[src/rtl/control_pkg.sv]
`default_nettype none
// ---------------------------------------------------------------------------
// control_pkg : shared types and encodings for the multi-cycle controller
// Revision    : 1.0
// ---------------------------------------------------------------------------
package control_pkg;

    typedef enum logic [2:0] {
        FETCH  = 3'd0,
        DECODE = 3'd1,
        EXEC   = 3'd2,
        MEM    = 3'd3,
        WB     = 3'd4,
        HALT   = 3'd5
    } state_t;

    typedef enum logic [2:0] {
        CLS_OPIMM   = 3'd0,
        CLS_OP      = 3'd1,
        CLS_LOAD    = 3'd2,
        CLS_STORE   = 3'd3,
        CLS_BRANCH  = 3'd4,
        CLS_JAL     = 3'd5,
        CLS_ILLEGAL = 3'd6
    } class_t;

    localparam logic [6:0] c_OPC_OPIMM  = 7'b0010011;
    localparam logic [6:0] c_OPC_OP     = 7'b0110011;
    localparam logic [6:0] c_OPC_LOAD   = 7'b0000011;
    localparam logic [6:0] c_OPC_STORE  = 7'b0100011;
    localparam logic [6:0] c_OPC_BRANCH = 7'b1100011;
    localparam logic [6:0] c_OPC_JAL    = 7'b1101111;

    localparam logic [2:0] c_IMM_I = 3'b000;
    localparam logic [2:0] c_IMM_B = 3'b001;
    localparam logic [2:0] c_IMM_S = 3'b010;
    localparam logic [2:0] c_IMM_J = 3'b011;

    localparam logic [1:0] c_PC_PLUS4 = 2'b00;
    localparam logic [1:0] c_PC_IMM   = 2'b01;

    localparam logic [1:0] c_RES_ALU = 2'b00;
    localparam logic [1:0] c_RES_MEM = 2'b01;
    localparam logic [1:0] c_RES_PC4 = 2'b10;

    localparam logic [1:0] c_FAULT_NONE    = 2'b00;
    localparam logic [1:0] c_FAULT_ILLEGAL = 2'b01;
    localparam logic [1:0] c_FAULT_TIMEOUT = 2'b10;

endpackage
`default_nettype wire

[src/rtl/control_decode.sv]
`default_nettype none
// ---------------------------------------------------------------------------
// control_decode : opcode/funct3 -> instruction class and ALU operand selects
// Revision       : 1.0
// ---------------------------------------------------------------------------
module control_decode
    import control_pkg::*;
(
    input  logic [6:0] op_i,
    input  logic [2:0] f3_i,
    output class_t     cls_o,
    output logic       legal_o,
    output logic       alusrc_o,
    output logic [2:0] immsrc_o,
    output logic [2:0] aluctrl_o
);

    always_comb begin
        cls_o     = CLS_ILLEGAL;
        legal_o   = 1'b0;
        alusrc_o  = 1'b0;
        immsrc_o  = c_IMM_I;
        aluctrl_o = 3'b000;
        case (op_i)
            c_OPC_OPIMM: begin
                cls_o     = CLS_OPIMM;
                legal_o   = 1'b1;
                alusrc_o  = 1'b1;
                aluctrl_o = f3_i;
            end
            c_OPC_OP: begin
                cls_o     = CLS_OP;
                legal_o   = 1'b1;
                aluctrl_o = f3_i;
            end
            c_OPC_LOAD: begin
                cls_o    = CLS_LOAD;
                legal_o  = 1'b1;
                alusrc_o = 1'b1;
            end
            c_OPC_STORE: begin
                cls_o    = CLS_STORE;
                legal_o  = 1'b1;
                alusrc_o = 1'b1;
                immsrc_o = c_IMM_S;
            end
            c_OPC_BRANCH: begin
                cls_o    = CLS_BRANCH;
                legal_o  = 1'b1;
                immsrc_o = c_IMM_B;
            end
            c_OPC_JAL: begin
                cls_o    = CLS_JAL;
                legal_o  = 1'b1;
                immsrc_o = c_IMM_J;
            end
            default: ;
        endcase
    end

endmodule
`default_nettype wire

[src/rtl/control_fsm.sv]
`default_nettype none
// ---------------------------------------------------------------------------
// control_fsm : multi-cycle FETCH/DECODE/EXEC/MEM/WB controller with halt
// Revision    : 1.0
// ---------------------------------------------------------------------------
module control_fsm
    import control_pkg::*;
#(
    parameter int AW      = 32,
    parameter int TIMEOUT = 16
) (
    input  logic          clk,
    input  logic          rst_n,
    input  logic [AW-1:0] instr,
    input  logic          instr_valid,
    input  logic          Eq,
    input  logic          mem_ready,
    output logic          IRWrite,
    output logic          PCWrite,
    output logic [1:0]    PCsrc,
    output logic          RegWrite,
    output logic [2:0]    ALUctrl,
    output logic          ALUsrc,
    output logic [2:0]    ImmSrc,
    output logic [1:0]    ResultSrc,
    output logic          MemReq,
    output logic          MemWrite,
    output logic          retire,
    output logic          halted,
    output logic [1:0]    fault
);

    localparam int             c_CW      = (TIMEOUT > 0) ? $clog2(TIMEOUT + 1) : 1;
    localparam logic [c_CW-1:0] c_CNT_MAX = '1;
    localparam logic [c_CW-1:0] c_TO      = c_CW'(TIMEOUT);

    state_t          state_q, state_d;
    logic [6:0]      op_q, op_d;
    logic [2:0]      f3_q, f3_d;
    logic [c_CW-1:0] wait_q, wait_d;
    logic [1:0]      fault_q, fault_d;

    class_t          w_cls;
    logic            w_legal;
    logic            w_alusrc;
    logic [2:0]      w_immsrc;
    logic [2:0]      w_aluctrl;
    logic [c_CW-1:0] w_wait_inc;
    logic            w_timeout;
    logic            w_taken;
    logic            w_unused;

    assign w_unused = ^{instr[AW-1:15], instr[11:7]};

    control_decode u_decode (
        .op_i      (op_q),
        .f3_i      (f3_q),
        .cls_o     (w_cls),
        .legal_o   (w_legal),
        .alusrc_o  (w_alusrc),
        .immsrc_o  (w_immsrc),
        .aluctrl_o (w_aluctrl)
    );

    // Timeout fires on the MEM cycle whose missing ack would bring the count to TIMEOUT.
    assign w_wait_inc = (wait_q == c_CNT_MAX) ? wait_q : wait_q + 1'b1;
    assign w_timeout  = (TIMEOUT != 0) && (w_wait_inc == c_TO);
    assign w_taken    = (f3_q == 3'b000) ? Eq : (f3_q == 3'b001) ? !Eq : 1'b0;
    assign fault      = fault_q;

    always_ff @(posedge clk or negedge rst_n) begin
        if (!rst_n) begin
            state_q <= FETCH;
            op_q    <= '0;
            f3_q    <= '0;
            wait_q  <= '0;
            fault_q <= c_FAULT_NONE;
        end else begin
            state_q <= state_d;
            op_q    <= op_d;
            f3_q    <= f3_d;
            wait_q  <= wait_d;
            fault_q <= fault_d;
        end
    end

    always_comb begin
        state_d   = state_q;
        op_d      = op_q;
        f3_d      = f3_q;
        wait_d    = '0;
        fault_d   = fault_q;
        IRWrite   = 1'b0;
        PCWrite   = 1'b0;
        PCsrc     = c_PC_PLUS4;
        RegWrite  = 1'b0;
        ALUctrl   = 3'b000;
        ALUsrc    = 1'b0;
        ImmSrc    = c_IMM_I;
        ResultSrc = c_RES_ALU;
        MemReq    = 1'b0;
        MemWrite  = 1'b0;
        retire    = 1'b0;
        halted    = 1'b0;
        case (state_q)
            FETCH: begin
                // rst_n gating keeps IRWrite low while reset is held with instr_valid high.
                if (instr_valid && rst_n) begin
                    IRWrite = 1'b1;
                    op_d    = instr[6:0];
                    f3_d    = instr[14:12];
                    state_d = DECODE;
                end
            end
            DECODE: begin
                if (w_legal) begin
                    state_d = EXEC;
                end else begin
                    state_d = HALT;
                    fault_d = c_FAULT_ILLEGAL;
                end
            end
            EXEC: begin
                ALUsrc  = w_alusrc;
                ImmSrc  = w_immsrc;
                ALUctrl = w_aluctrl;
                case (w_cls)
                    CLS_BRANCH: begin
                        PCWrite = 1'b1;
                        PCsrc   = w_taken ? c_PC_IMM : c_PC_PLUS4;
                        retire  = 1'b1;
                        state_d = FETCH;
                    end
                    CLS_JAL: begin
                        RegWrite  = 1'b1;
                        ResultSrc = c_RES_PC4;
                        PCWrite   = 1'b1;
                        PCsrc     = c_PC_IMM;
                        retire    = 1'b1;
                        state_d   = FETCH;
                    end
                    CLS_LOAD, CLS_STORE: state_d = MEM;
                    default:             state_d = WB;
                endcase
            end
            MEM: begin
                ALUsrc   = w_alusrc;
                ImmSrc   = w_immsrc;
                ALUctrl  = w_aluctrl;
                MemReq   = 1'b1;
                MemWrite = (w_cls == CLS_STORE);
                if (mem_ready) begin
                    if (w_cls == CLS_STORE) begin
                        PCWrite = 1'b1;
                        retire  = 1'b1;
                        state_d = FETCH;
                    end else begin
                        state_d = WB;
                    end
                end else if (w_timeout) begin
                    state_d = HALT;
                    fault_d = c_FAULT_TIMEOUT;
                end else begin
                    wait_d = w_wait_inc;
                end
            end
            WB: begin
                RegWrite  = 1'b1;
                ResultSrc = (w_cls == CLS_LOAD) ? c_RES_MEM : c_RES_ALU;
                PCWrite   = 1'b1;
                retire    = 1'b1;
                state_d   = FETCH;
            end
            HALT: begin
                halted = 1'b1;
            end
            default: state_d = FETCH;
        endcase
    end

endmodule
`default_nettype wire

[config.mk]
export PLATFORM = sky130hd
export DESIGN_NAME = control_fsm
export DESIGN_NICKNAME = d
export VERILOG_FILES = /design/src/rtl/control_pkg.sv /design/src/rtl/control_decode.sv /design/src/rtl/control_fsm.sv
export SDC_FILE = /design/constraint.sdc
export NUM_CORES = 1
export LEC_CHECK = 0
export BUFFER_PORTS_ARGS = -buffer_cell sky130_fd_sc_hd__buf_2
export CELL_PAD_IN_SITES_DETAIL_PLACEMENT = 0
export CELL_PAD_IN_SITES_GLOBAL_PLACEMENT = 1
export CORE_ASPECT_RATIO = 0.5
export CORE_MARGIN = 2
export CORE_UTILIZATION = 34
export CTS_CLUSTER_DIAMETER = 200
export DETAILED_ROUTE_END_ITERATION = 10
export PLACE_DENSITY = 0.76
export SETUP_SLACK_MARGIN = 0.1
export SKIP_CTS_REPAIR_TIMING = 1
export SYNTH_ARGS = -nofsm -noshare
export SYNTH_HDL_FRONTEND = slang
export SYNTH_HIERARCHICAL = 1
export SYNTH_SLANG_ARGS = --single-unit
[constraint.sdc]
create_clock -name clk -period 2.1 [get_ports clk]
set_clock_uncertainty 0.2 [all_clocks]
set_input_delay 0.21 -clock clk [delete_from_list [all_inputs] [get_ports clk]]
set_output_delay 0.21 -clock clk [all_outputs]
set_load 0.02 [all_outputs]
[After elaboration in Yosys (flattened, before gate mapping)]
Index checks and enable logic that the tools add are counted.
Word-level totals
  output and inout bits: 20
  bits in latches: 0
  RAM bits: 0
  register bits after elaboration: 20
  memory bits (read-only): 0
  input bits: 37
  memories: 0
  logic and storage cells: 86
Cells by class
  multiply operators: 0
  shifts and indexed selects: 0
  muxes and demuxes: 42
  add/sub/neg operators: 1
  equality and inequality tests: 23
  order comparisons: 0
  div/mod/pow operators: 0
  reduce and logical (&&, ||, !) cells: 14
  bitwise operators: 1
Operators with widths (number)
  $mux W3: 8
  $mux W5: 4
  $pmux W3 S6: 1
  $mux W1: 17
  $pmux W3 S5: 1
  $eq A7 B6 Y1 const B: 2
  $eq A7 B7 Y1 const B: 2
  $eq A3 B2 Y1 const B: 4
  $eq A3 B3 Y1 const B: 4
  $eq A5 B5 Y1 const B: 2
  $mux W2: 4
  $ne A2 B2 Y1 const B: 4
  $pmux W2 S2: 2
  $reduce_or A2 Y1: 4
  $eq A7 B2 Y1 const B: 1
  $eq A7 B5 Y1 const B: 1
  $eq A3 B1 Y1 const B: 2
  $logic_not A3 Y1: 2
  $pmux W2 S3: 1
  $pmux W3 S2: 1
  $reduce_or A6 Y1: 1
  $add A5 B1 Y5 const B: 1
  $pmux W1 S2: 2
  $reduce_and A4 Y1: 1
  other kinds (9): 9

[Depth between registers and ports, before layout]
  word-level depth: 6
  depth in mapped cells: 7
  gate-level depth less buffers: 7

[Cells and area by module]
Netlist, hierarchy kept.
By module, submodules not included
  control_fsm: sequential area each 500.5 um2, times used 1, area each 1161.1 um2, cells an instance 112
  control_decode: sequential area each 0.0 um2, times used 1, area each 167.7 um2, cells an instance 27

[Worst setup path after synthesis]
Ideal clock, no wire load.
  path kind: register to output
  from: reg op_q[2]
  to: out retire
  stages on the path, launching flop included: 7
  arrival time: 1.978 ns
  buffers on the path: 1
  required time: 1.690 ns
  setup slack: -0.288 ns
  cell sequence: dfrtp_1 -> or3_4 -> o21ai_1 -> and4_1 -> and4b_1 -> a211o_1 -> buf_4
On the way
  cells in the longest elaborated chain, start to end: 6
  elaborated cells on any way between the ends: 15
  those cells by class: 9 x eq/ne; 5 x mux; 1 x reduce/logical
RTL lines
  from (decl): RTL line control_fsm.sv:38  | logic [6:0] op_q, op_d;
  from (signal assigned): RTL line control_fsm.sv:80  | op_q <= op_d;
  $eq A7 B7 Y1, or another cell as far along: RTL line control_decode.sv:24  | case (op_i)
  $pmux W3 S6 *: RTL line control_decode.sv:24
  net w_cls[0]: RTL line control_fsm.sv:43  | class_t w_cls;
  $eq A3 B2 Y1 or $eq A3 B3 Y1 (tied branches)
  $mux W1 or $reduce_or A2 Y1 (tied branches)
  $mux W1, on equally long branches
  $pmux W1 S3 *
  to (decl): RTL line control_fsm.sv:28  | output logic retire,
The timed path passes the listed nets; every way through them passes the cells marked *.

[Worst setup path after layout]
  from: reg op_q[2]
  to: out PCWrite
On the way
  cells in the longest elaborated chain, start to end: 6
  elaborated cells on any way between the ends: 15
  those cells by class: 9 x eq/ne; 5 x mux; 1 x reduce/logical
RTL lines
  $eq A7 B7 Y1, or another cell as far along: RTL line control_decode.sv:24
  $pmux W3 S6 *: RTL line control_decode.sv:24
  net w_cls[2]: RTL line control_fsm.sv:43
  $eq A3 B2 Y1 or $eq A3 B3 Y1 (tied branches): RTL line control_fsm.sv:153, control_fsm.sv:127
  $mux W1 or $reduce_or A2 Y1 (tied branches)
  $mux W1, on equally long branches: RTL line control_fsm.sv:152, control_fsm.sv:127
  $pmux W1 S3 *: RTL line control_fsm.sv:105  | case (state_q)
  to (decl): RTL line control_fsm.sv:19  | output logic PCWrite,
Marked as above.

==> metrics <==
vias=1206; failing checks=hold timing, setup timing; post-synthesis sequential area ratio=0.377; flops & latches, synth=20; vias in the first global route=1016; Mapped Nets=177; initial DRC count=58; Pwr Density=973 nW/um^2; Crit path required time=1690 ps; DRT antenna net count=0; reg2reg path depth=9; CTS clk-pin slew, worst paths=70 ps; WL per Instance=12.5 um; Total GRT Usage=0.139; first drt pass iteration count=4; Worst VDD drop=0.537 mV; most instantiated cells after synthesis=dfrtp_1 (20), nor2_1 (13), mux2_2 (10); drc violations=0; Slew Limit Fails=0; Final Hold Violating Endpoints=1; Die Y=48.2 um; initial antenna violation count=0; total core area=3580 um^2; RR Endpoint=state_q[1]; R2R Path Start=op_q[2]; critical path peak fanout=5; max-cap violation count=0; die area=4450 um^2; Fmax achieved=417 MHz; synthesized instance count=139; Placement Cell Area=1620 um^2; worst setup path endpoint=PCWrite; Setup Total Neg Slack=-2220 ps; status=finished, violations left; clk_lat worst skew=260 ps; Synth Flop Type=dfrtp_1; final worst-path setup slack=-298 ps; final instance area=2010 um^2; min-delay src=instr[3]; post-synth top area share=0.377; Longest Clk Path Bufs=2; number of diodes=0; global-route wire length before repair=4.71 mm; hpwl dp=2.25 mm; Hold Crit Class=primary input to flip-flop; total grt overflow=0; Buf/Inv on CP=3; Ports=57; starting density of the core=0.371; critical path class=flip-flop to primary output; crit-path leading delay family=simple AND/OR/NAND/NOR gates; post-synthesis instance area=1330 um^2; vias per std cell=4.77; reg-to-reg slack, setup=-20 ps; post-synthesis to final-layout area growth=51.3%; # clock sinks=20; maximum number of pins on one net before global-route repair=21; H-tree Lvls=1; routability cong.=0.802; Worst path max stage delay=430 ps; YS warnings=6; RSZ-0062 raised after global routing=true; min Tclk post-route=2400 ps; critical path launch point type=flip-flop; cts bufs inserted=3; Arr. time, crit path=1990 ps; WP depth=8; Slowest-stage cell, CP=dfrtp_2; share of layout cells above drive strength 1=0.525; CTS tree=done; Unique masters post-synth=47; # setup viols final=12; Die Span X=92.4 um; CP endpoint kind=primary output; CP Cell Sequence=or3_4, nor2_4, inv_2, nand2b_1, nor4_2, buf_4, a211o_4, buf_6; std cell rows=15; top cells by area, synth=dfrtp_1 (38%), mux2_2 (8.5%), and2_1 (4.2%), nor2_1 (3.7%), buf_6 (2.5%); Pleak=0.932 nW; most frequent cell after synthesis=dfrtp_1; CTS root buf=clkbuf_8; Net count, final=241; number of synthesized flops with an enable pin=0; Post-Route WL=3.15 mm; port bufs=32; crit path launch=op_q[2]; post-route clock period utilization=1.14; Post-synth ARST share=1.00; hold_ws=-4.79 ps; Syn Area/Cell=9.56 um^2; area leader, netlist=dfrtp_1
==> routing by layer <==
layer	vias to the layer above	GRT usage	share of wire
li1	614	-	-
met1	574	0.181	0.47
met2	16	0.247	0.50
met3	2	0.0325	0.025
met4	0	0.0358	0.0086
met5	-	0	0
==> sequential cells by signal, indices dropped and copies added, names as in the netlist <==
name / flops
f3_q: 3
fault: 2
wait_q: 5
state_q: 3
op_q: 7
==> per-stage QoR <==
stage | worst slack [ps] | util | std cells | hold slack (ps) | power, mW
final | -298 | 0.561 | 253 | -4.79 | 1.96
after global routing | -374 | 0.561 | 253 | 3.26 | 2.09
after CTS | -295 | 0.472 | 231 | -252 | 1.78
after detailed placement | -10.3 | 0.452 | 227 | 30.2 | 1.40
after global placement | -2.46 | 0.452 | 227 | 21.0 | 1.38
after floorplan | -73.3 | - | 139 | -286 | 1.18
==> where the power goes <==
part           switching [mW]  total, mW  internal [mW]
sequential              0.150      0.660          0.511
clock                   0.124      0.379          0.254
combinational           0.424      0.917          0.492
total                   0.699       1.96           1.26
==> kinds of logic after synthesis <==
kind of cell	count (synthesis)	share of synthesized area
DFF	20	0.377
other	2	0.00565
buffers and inverters	15	0.0716
xor gates and xnor gates	3	0.0198
adders and majority gates	1	0.00941
and+or+nand+nor	59	0.266
AOI/OAI and AO/OA	28	0.159
muxes	11	0.0923
==> area by class of cell <==
cell class	count	area [um^2]
Clock buffer	3	41.3
Timing Repair Buffer	67	532
Sequential cell	20	505
Clock inverter	1	30.0
Tap cell	51	63.8
Inverter	7	26.3
Fill cell	316	1570
Multi-Input combinational cell	104	812
==> worst reg2reg max path: stages (launching register included) <==
cell and delay [ps]:
dfrtp_2 430, or3_4 420, nor2_4 120, inv_2 50
buf_6 110, buf_4 120, nor4bb_2 250, a31oi_1 80
o22a_1 180, o21ai_1 70
==> how the worst min path moves through the flow <==
stage	slack (ps)	cells past startpoint	end
final	-5	2	op_q[3]
after global routing	3	2	op_q[3]
after CTS	-250	2	state_q[0]
after detailed placement	30	2	op_q[2]
after global placement	20	2	op_q[3]
after floorplan	-290	0	f3_q[0]
==> cells in the final DEF, fill, tap and decap left out, types with 2 or more instances in the layout <==
| cell type | instances |
|---|---|
| buf_4 | 25 |
| buf_2 | 20 |
| dfrtp_1 | 16 |
| nor2_1 | 12 |
| buf_6 | 11 |
| mux2_2 | 10 |
| dlygate4sd3_1 | 10 |
| nand2_1 | 6 |
| inv_1 | 5 |
| and2_4 | 5 |
| a31oi_1 | 4 |
| and2_1 | 4 |
| and3_1 | 4 |
| o21ai_0 | 4 |
| dfrtp_2 | 4 |
| a21oi_1 | 3 |
| nand3_1 | 3 |
| nor3_1 | 3 |
| o21ai_1 | 3 |
| clkbuf_8 | 3 |
| inv_2 | 2 |
| nand4bb_1 | 2 |
| nor2b_1 | 2 |
| xnor2_1 | 2 |
| nand2b_1 | 2 |
| nor4_2 | 2 |
| o21a_1 | 2 |
| o22ai_1 | 2 |
| conb_1 | 2 |
No activity file was read; power rests on OpenSTA's default activity.
